--- config.mk ---
export PLATFORM = sky130hd
export DESIGN_NAME = mar_burst
export DESIGN_NICKNAME = d
export VERILOG_FILES = /design/src/rtl/mar_pkg.sv /design/src/rtl/mar_src_mux.sv /design/src/rtl/mar_burst.sv
export SDC_FILE = /design/constraint.sdc
export NUM_CORES = 1
export LEC_CHECK = 0
export ABC_AREA = 1
export CAP_MARGIN = 20
export CORE_MARGIN = 4
export CORE_UTILIZATION = 45
export DETAILED_ROUTE_END_ITERATION = 16
export PLACE_DENSITY = 0.87
export RECOVER_POWER = 100
export SYNTH_ARGS = -nofsm -noshare
export SYNTH_HDL_FRONTEND = slang
export SYNTH_SLANG_ARGS = --single-unit
--- constraint.sdc ---
create_clock -name clk -period 1.77 [get_ports clk]
set_clock_uncertainty 0.2 [all_clocks]
set_input_delay 0.177 -clock clk [delete_from_list [all_inputs] [get_ports clk]]
set_output_delay 0.177 -clock clk [all_outputs]
set_load 0.01 [all_outputs]
--- src/rtl/mar_pkg.sv ---
`default_nettype none
// ============================================================================
// Module      : mar_pkg
// Description : Shared state encoding and default widths for the burst MAR.
// Revision    : 1.0 - initial release
// ============================================================================
package mar_pkg;

    localparam int DEF_ADDR_W  = 8;
    localparam int DEF_NUM_SRC = 2;
    localparam int DEF_BURST_W = 4;

    typedef enum logic [1:0] {
        IDLE  = 2'd0,
        BURST = 2'd1,
        DONE  = 2'd2
    } mar_state_e;

endpackage : mar_pkg
`default_nettype wire

--- src/rtl/mar_src_mux.sv ---
`default_nettype none
// ============================================================================
// Module      : mar_src_mux
// Description : Combinational priority select of a load address; the
//               highest-index source with its strobe set wins.
// Revision    : 1.0 - initial release
// ============================================================================
module mar_src_mux
    import mar_pkg::*;
#(
    parameter int NUM_SRC = DEF_NUM_SRC,
    parameter int ADDR_W  = DEF_ADDR_W
) (
    input  logic [NUM_SRC-1:0]        ld_en,
    input  logic [NUM_SRC*ADDR_W-1:0] src_addr,
    output logic [ADDR_W-1:0]         sel_addr,
    output logic                      any_ld
);

    // Ascending scan: a later (higher-index) hit overwrites earlier ones.
    always_comb begin
        sel_addr = '0;
        any_ld   = 1'b0;
        for (int i = 0; i < NUM_SRC; i++) begin
            if (ld_en[i]) begin
                sel_addr = src_addr[i*ADDR_W +: ADDR_W];
                any_ld   = 1'b1;
            end
        end
    end

endmodule : mar_src_mux
`default_nettype wire

--- src/rtl/mar_burst.sv ---
`default_nettype none
// ============================================================================
// Module      : mar_burst
// Description : Memory address register with multi-source load and an
//               incrementing burst engine (IDLE -> BURST -> DONE).
//               Define MAR_BOUND_CHECK_EN to abort bursts that would step
//               past ADDR_LIMIT and raise a sticky err flag.
// Revision    : 1.0 - initial release
// ============================================================================
module mar_burst
    import mar_pkg::*;
#(
    parameter int              ADDR_W     = DEF_ADDR_W,
    parameter int              NUM_SRC    = DEF_NUM_SRC,
    parameter int              BURST_W    = DEF_BURST_W,
    parameter longint unsigned ADDR_LIMIT = (64'd1 << ADDR_W) - 64'd1
) (
    input  logic                      clk,
    input  logic                      rst,
    input  logic [NUM_SRC-1:0]        ld_en,
    input  logic [NUM_SRC*ADDR_W-1:0] src_addr,
    input  logic                      burst_start,
    input  logic [BURST_W-1:0]        burst_len,
    input  logic                      mem_ack,
    output logic [ADDR_W-1:0]         addr_out,
    output logic                      mem_req,
    output logic                      busy,
    output logic                      done,
    output logic                      err
);

    // One extra bit so burst_len = all-ones still fits as a beat count.
    localparam int c_cnt_w = BURST_W + 1;

    if (ADDR_LIMIT > ((64'd1 << ADDR_W) - 64'd1)) begin : g_limit_chk
        $error("mar_burst: ADDR_LIMIT exceeds the address range");
    end

    mar_state_e          state_q, state_d;
    logic [ADDR_W-1:0]   addr_q,  addr_d;
    logic [c_cnt_w-1:0]  beats_q, beats_d;
    logic [ADDR_W-1:0]   w_sel_addr;
    logic                w_any_ld;

    mar_src_mux #(
        .NUM_SRC (NUM_SRC),
        .ADDR_W  (ADDR_W)
    ) u_src_mux (
        .ld_en    (ld_en),
        .src_addr (src_addr),
        .sel_addr (w_sel_addr),
        .any_ld   (w_any_ld)
    );

`ifdef MAR_BOUND_CHECK_EN
    localparam logic [ADDR_W-1:0] c_limit = ADDR_W'(ADDR_LIMIT);

    logic err_q, err_d;
    logic w_over;

    // At or beyond the limit, the next increment would carry past it.
    assign w_over = (addr_q >= c_limit);
`endif

    always_comb begin
        state_d = state_q;
        addr_d  = addr_q;
        beats_d = beats_q;
`ifdef MAR_BOUND_CHECK_EN
        err_d   = err_q;
`endif
        unique case (state_q)
            IDLE: begin
                // Load lands on the same edge as the burst capture, so the
                // first beat already sees the new address.
                if (w_any_ld) begin
                    addr_d = w_sel_addr;
                end
                if (burst_start) begin
                    beats_d = {1'b0, burst_len} + c_cnt_w'(1);
                    state_d = BURST;
                end
            end
            BURST: begin
                if (mem_ack) begin
`ifdef MAR_BOUND_CHECK_EN
                    if (w_over) begin
                        err_d   = 1'b1;
                        beats_d = '0;
                        state_d = DONE;
                    end else
`endif
                    begin
                        addr_d  = addr_q + ADDR_W'(1);
                        beats_d = beats_q - c_cnt_w'(1);
                        if (beats_q == c_cnt_w'(1)) begin
                            state_d = DONE;
                        end
                    end
                end
            end
            DONE: begin
                state_d = IDLE;
            end
            default: begin
                state_d = IDLE;
            end
        endcase
    end

    always_ff @(posedge clk or posedge rst) begin
        if (rst) begin
            state_q <= IDLE;
            addr_q  <= '0;
            beats_q <= '0;
        end else begin
            state_q <= state_d;
            addr_q  <= addr_d;
            beats_q <= beats_d;
        end
    end

`ifdef MAR_BOUND_CHECK_EN
    always_ff @(posedge clk or posedge rst) begin
        if (rst) begin
            err_q <= 1'b0;
        end else begin
            err_q <= err_d;
        end
    end

    assign err = err_q;
`else
    assign err = 1'b0;
`endif

    assign addr_out = addr_q;
    assign mem_req  = (state_q == BURST);
    assign busy     = (state_q != IDLE);
    assign done     = (state_q == DONE);

endmodule : mar_burst
`default_nettype wire

==> metrics.txt <==
# TYPE chip_impl_metric gauge
chip_impl_metric{name="route.final.wire_length",unit="um"} 3170
chip_impl_metric{name="rows",unit=""} 17
chip_impl_metric{name="globalRouteOverflowTotal",unit=""} 0
chip_impl_metric{name="timing.setup.tns",unit="ps"} 0
chip_impl_metric{name="synth_fa_ha_area_frac",unit=""} 0.0442
chip_impl_metric{name="place.gp.congestion",unit=""} 0.882
chip_impl_metric{name="placed_cell_areas",unit="sq um"} 1530
chip_impl_metric{name="setup-violations-final",unit=""} 0
chip_impl_metric{name="report.final.hold_viol_count",unit=""} 0
chip_impl_metric{name="maxCapViolations",unit=""} 0
chip_impl_metric{name="numCtsBuffers",unit=""} 3
chip_impl_info{name="timing.setup.critical_path_class",value="flip-flop to output port"} 1
chip_impl_metric{name="syn-instance-count",unit=""} 168
chip_impl_metric{name="syn_avg_cell_area",unit="sq um"} 6.75
chip_impl_metric{name="fill_cells",unit=""} 209
chip_impl_metric{name="fmaxAchievable",unit="GHz"} 0.584
chip_impl_metric{name="placed_wire_length_estimate_after_detailed_placement",unit="um"} 2560
chip_impl_metric{name="placeableCoreArea",unit="sq um"} 2300
chip_impl_metric{name="detail_route.iter0.violations",unit=""} 36
chip_impl_metric{name="final_period_minus_worst_setup_slack",unit="ps"} 1710
chip_impl_info{name="root_buffer",value="sky130_fd_sc_hd__clkbuf_4"} 1
chip_impl_info{name="outcome",value="completed"} 1
chip_impl_metric{name="power_per_cell_area",unit="nW/um^2"} 1490
chip_impl_metric{name="net_count_after_synthesis",unit=""} 198
chip_impl_metric{name="clk-insertion-delay-late",unit="ps"} 290
chip_impl_metric{name="drv_slew",unit=""} 0
chip_impl_metric{name="dieHeight",unit="um"} 58.2
chip_impl_metric{name="grt_antenna_before_repair",unit=""} 0
chip_impl_metric{name="initial_core_util",unit=""} 0.493
chip_impl_metric{name="synth_seq_cells",unit=""} 15
chip_impl_metric{name="worst-slew-pin-transition",unit="ps"} 589
chip_impl_metric{name="drive_above_1_share",unit=""} 0.0806
chip_impl_metric{name="portBuffers",unit=""} 36
chip_impl_metric{name="grt_util_all_layers",unit=""} 0.190
chip_impl_metric{name="first_global_vias",unit=""} 1286
chip_impl_info{name="critPathLaunchType",value="flip-flop"} 1
chip_impl_metric{name="worst-endpoint-required",unit="ps"} 1390
chip_impl_metric{name="route.detailed.drc",unit=""} 0
chip_impl_metric{name="post-place-cells",unit=""} 233
chip_impl_metric{name="clkSinkCount",unit=""} 15
chip_impl_info{name="setup_repair_after_global_routing_missed_its_margin",value="false"} 1
chip_impl_info{name="grt_most_used_layer",value="met2"} 1
chip_impl_metric{name="met2_usage",unit=""} 0.387
chip_impl_metric{name="floorplan_die_width",unit="um"} 58.2
chip_impl_metric{name="detail-route-antenna-nets",unit=""} 0
chip_impl_metric{name="boundaryPins",unit=""} 38
chip_impl_metric{name="antenna-diode-count",unit=""} 0
chip_impl_info{name="tritoncts",value="yes"} 1
chip_impl_metric{name="critical_path_arrival",unit="ps"} 1340
chip_impl_metric{name="global_route.usage.met1",unit=""} 0.176
chip_impl_metric{name="die_ar",unit="sq um"} 3390
chip_impl_info{name="critical_path.endpoint_type",value="output port"} 1
chip_impl_metric{name="post_synth_edffs",unit=""} 0
chip_impl_metric{name="grt_use_met3",unit=""} 0.0356
chip_impl_metric{name="routed-via-count",unit=""} 1254
chip_impl_metric{name="grt_first_pass_wirelength",unit="um"} 5040
chip_impl_metric{name="synth-xor-area-share",unit=""} 0.0309
chip_impl_info{name="min-delay-path-class",value="input pin to async pin"} 1
chip_impl_metric{name="postCtsHoldBufs",unit=""} 0
chip_impl_metric{name="yosysWarningCount",unit=""} 0
chip_impl_metric{name="maximum_count_of_clock_buffers_along_a_single_path",unit=""} 2
chip_impl_metric{name="area_of_combinational_cells_with_multiple_inputs",unit="sq um"} 642
chip_impl_metric{name="worstPathMaxFanout",unit=""} 3
chip_impl_metric{name="design.final.nets",unit=""} 242
chip_impl_info{name="dominantRegCellSynth",value="sky130_fd_sc_hd__dfrtp_1"} 1
chip_impl_metric{name="report.power.total",unit="mW"} 2.35
chip_impl_metric{name="register_area",unit="sq um"} 377
chip_impl_metric{name="synth_sequential_area_ratio",unit=""} 0.331
chip_impl_metric{name="maximum_number_of_pins_on_one_net_before_global_route_repair",unit=""} 16
chip_impl_info{name="main_combinational_cell_family_by_area_after_synthesis",value="simple AND/OR/NAND/NOR gates"} 1
chip_impl_metric{name="synthMuxAreaShare",unit=""} 0
chip_impl_metric{name="clk_pin_slew",unit="ps"} 110
chip_impl_metric{name="fin_crit_sh",unit=""} 0.967
chip_impl_metric{name="drt-pass1-iter-count",unit=""} 4
chip_impl_metric{name="leakagePower",unit="nW"} 0.736
chip_impl_metric{name="fin_cells",unit=""} 239
chip_impl_metric{name="max_slew_margin",unit=""} 0.607
chip_impl_metric{name="synthesized_area_fraction_occupied_by_ao_oa_aoi_and_oai_cells",unit=""} 0.131
chip_impl_metric{name="wire_per_inst",unit="um"} 13.3
chip_impl_metric{name="async_reset_ff_frac",unit=""} 1.00
chip_impl_metric{name="areaGrowthSynthToFinish",unit="%"} 38.5
chip_impl_metric{name="post_drt_via_cell_ratio",unit=""} 5.25
chip_impl_metric{name="synthSimpleGateAreaFrac",unit=""} 0.357
chip_impl_metric{name="layout.cell_area.non_filler",unit="sq um"} 1570
chip_impl_metric{name="vdd_drop_max",unit="mV"} 0.865
chip_impl_metric{name="synth_cell_types",unit=""} 21
chip_impl_metric{name="h-tree-depth",unit=""} 1
chip_impl_metric{name="post_synth_instance_area",unit="sq um"} 1130
## kinds of logic (layout without fill, tap and decap cells)
| kind of cell | after synthesis | after routing |
|---|---|---|
| other | 1 | 1 |
| buffers and inverters | 24 | 67 |
| adder cells (fa/ha/maj) | 4 | 4 |
| XOR/XNOR | 4 | 4 |
| AND/OR/NAND/NOR | 93 | 93 |
| AO/OA/AOI/OAI | 27 | 27 |
| flip-flops | 15 | 15 |
## synth_stat cells, types with 2 or more instances
cell type | number | share of area
sky130_fd_sc_hd__nand2_1 | 47 | 0.16
sky130_fd_sc_hd__nand3_1 | 24 | 0.11
sky130_fd_sc_hd__nor2_1 | 20 | 0.066
sky130_fd_sc_hd__inv_1 | 17 | 0.056
sky130_fd_sc_hd__dfrtp_1 | 15 | 0.33
sky130_fd_sc_hd__o21ai_0 | 11 | 0.049
sky130_fd_sc_hd__a21oi_1 | 9 | 0.040
sky130_fd_sc_hd__ha_1 | 4 | 0.044
sky130_fd_sc_hd__buf_4 | 3 | 0.020
sky130_fd_sc_hd__buf_6 | 2 | 0.020
sky130_fd_sc_hd__inv_2 | 2 | 0.0066
sky130_fd_sc_hd__o21ai_1 | 2 | 0.0088
sky130_fd_sc_hd__o21bai_1 | 2 | 0.013
sky130_fd_sc_hd__xnor2_1 | 2 | 0.015
sky130_fd_sc_hd__xor2_1 | 2 | 0.015
## layout make-up
cell class / instances / share of cell area
clock inverters: 1 / 0.00319
repair buffers: 44 / 0.266
inverters: 19 / 0.0454
flip-flops and latches: 15 / 0.240
clock buffers: 3 / 0.0143
well taps: 28 / 0.0223
multi-input cells: 129 / 0.409
## path summary, 6_finish.rpt
| check | depth (start not counted) | startpoint | slack [ps] | end |
|---|---|---|---|---|
| setup / recovery | 3 | state_q[1] | 60 | done |
| hold / removal | 2 | rst | 180 | state_q[1] |
| setup reg to reg | 7 | state_q[1] | 70 | addr_out[1] |
| hold reg to reg | 2 | beats_q[3] | 330 | beats_q[3] |
| max in group asynchronous | 2 | rst | 780 | addr_out[2] |
| min in group clk | 3 | burst_start | 300 | state_q[0] |
## routing by layer
metal  part of all wire  vias to the layer above
li1                   -                      629
met1               0.39                      579
met2               0.55                       36
met3              0.044                       10
met4              0.021                        0
met5                  0                        -
## worst max-delay path: stages, from the launching register on
cell and delay, ps:
sky130_fd_sc_hd__dfrtp_1 390, sky130_fd_sc_hd__inv_1 50, sky130_fd_sc_hd__nor2_1 70, sky130_fd_sc_hd__clkdlybuf4s50_1 540
## sequential cells by signal, summed over array words and instances (netlist names)
signal / count
beats_q: 5
state_q: 2
addr_out: 8
## timing repair
action                                  in CTS  in global routing
setup buffers                                2                  0
endpoints found under the setup margin       3                  6
pin swaps                                    0                  0
resized for setup                            2                  2
cloned                                       0                  0
hold endpoints to repair                     0                  0
## through the flow
step,utilization,setup slack (ps),hold WS (ps)
floorplan,-,415,-122
global placement,0.666,134,294
detailed placement,0.666,98.5,302
CTS,0.683,37.3,67.1
global route,0.684,7.50,238
finish,0.684,57.6,179
## placed cells by master, fill, tap and decap left out, types with 2 or more instances in the layout
| cell type | n |
|---|---|
| sky130_fd_sc_hd__o21bai_1 | 2 |
| sky130_fd_sc_hd__buf_4 | 6 |
| sky130_fd_sc_hd__xnor2_1 | 2 |
| sky130_fd_sc_hd__a21oi_1 | 9 |
| sky130_fd_sc_hd__inv_2 | 2 |
| sky130_fd_sc_hd__dlygate4sd3_1 | 4 |
| sky130_fd_sc_hd__inv_1 | 17 |
| sky130_fd_sc_hd__xor2_1 | 2 |
| sky130_fd_sc_hd__clkbuf_4 | 3 |
| sky130_fd_sc_hd__dlygate4sd2_1 | 2 |
| sky130_fd_sc_hd__o21ai_0 | 12 |
| sky130_fd_sc_hd__ha_1 | 4 |
| sky130_fd_sc_hd__nand2_1 | 47 |
| sky130_fd_sc_hd__clkdlybuf4s50_1 | 30 |
| sky130_fd_sc_hd__dfrtp_1 | 14 |
| sky130_fd_sc_hd__nand3_1 | 24 |
| sky130_fd_sc_hd__nor2_1 | 20 |
## where the power goes
| group | switching [mW] | internal, mW | leakage (nW) | total, mW |
|---|---|---|---|---|
| registers | 0.173 | 0.517 | 0.176 | 0.690 |
| logic | 0.809 | 0.638 | 0.542 | 1.45 |
| clock network | 0.125 | 0.0839 | 0.0177 | 0.209 |
(Power assumes the default switching activity.)
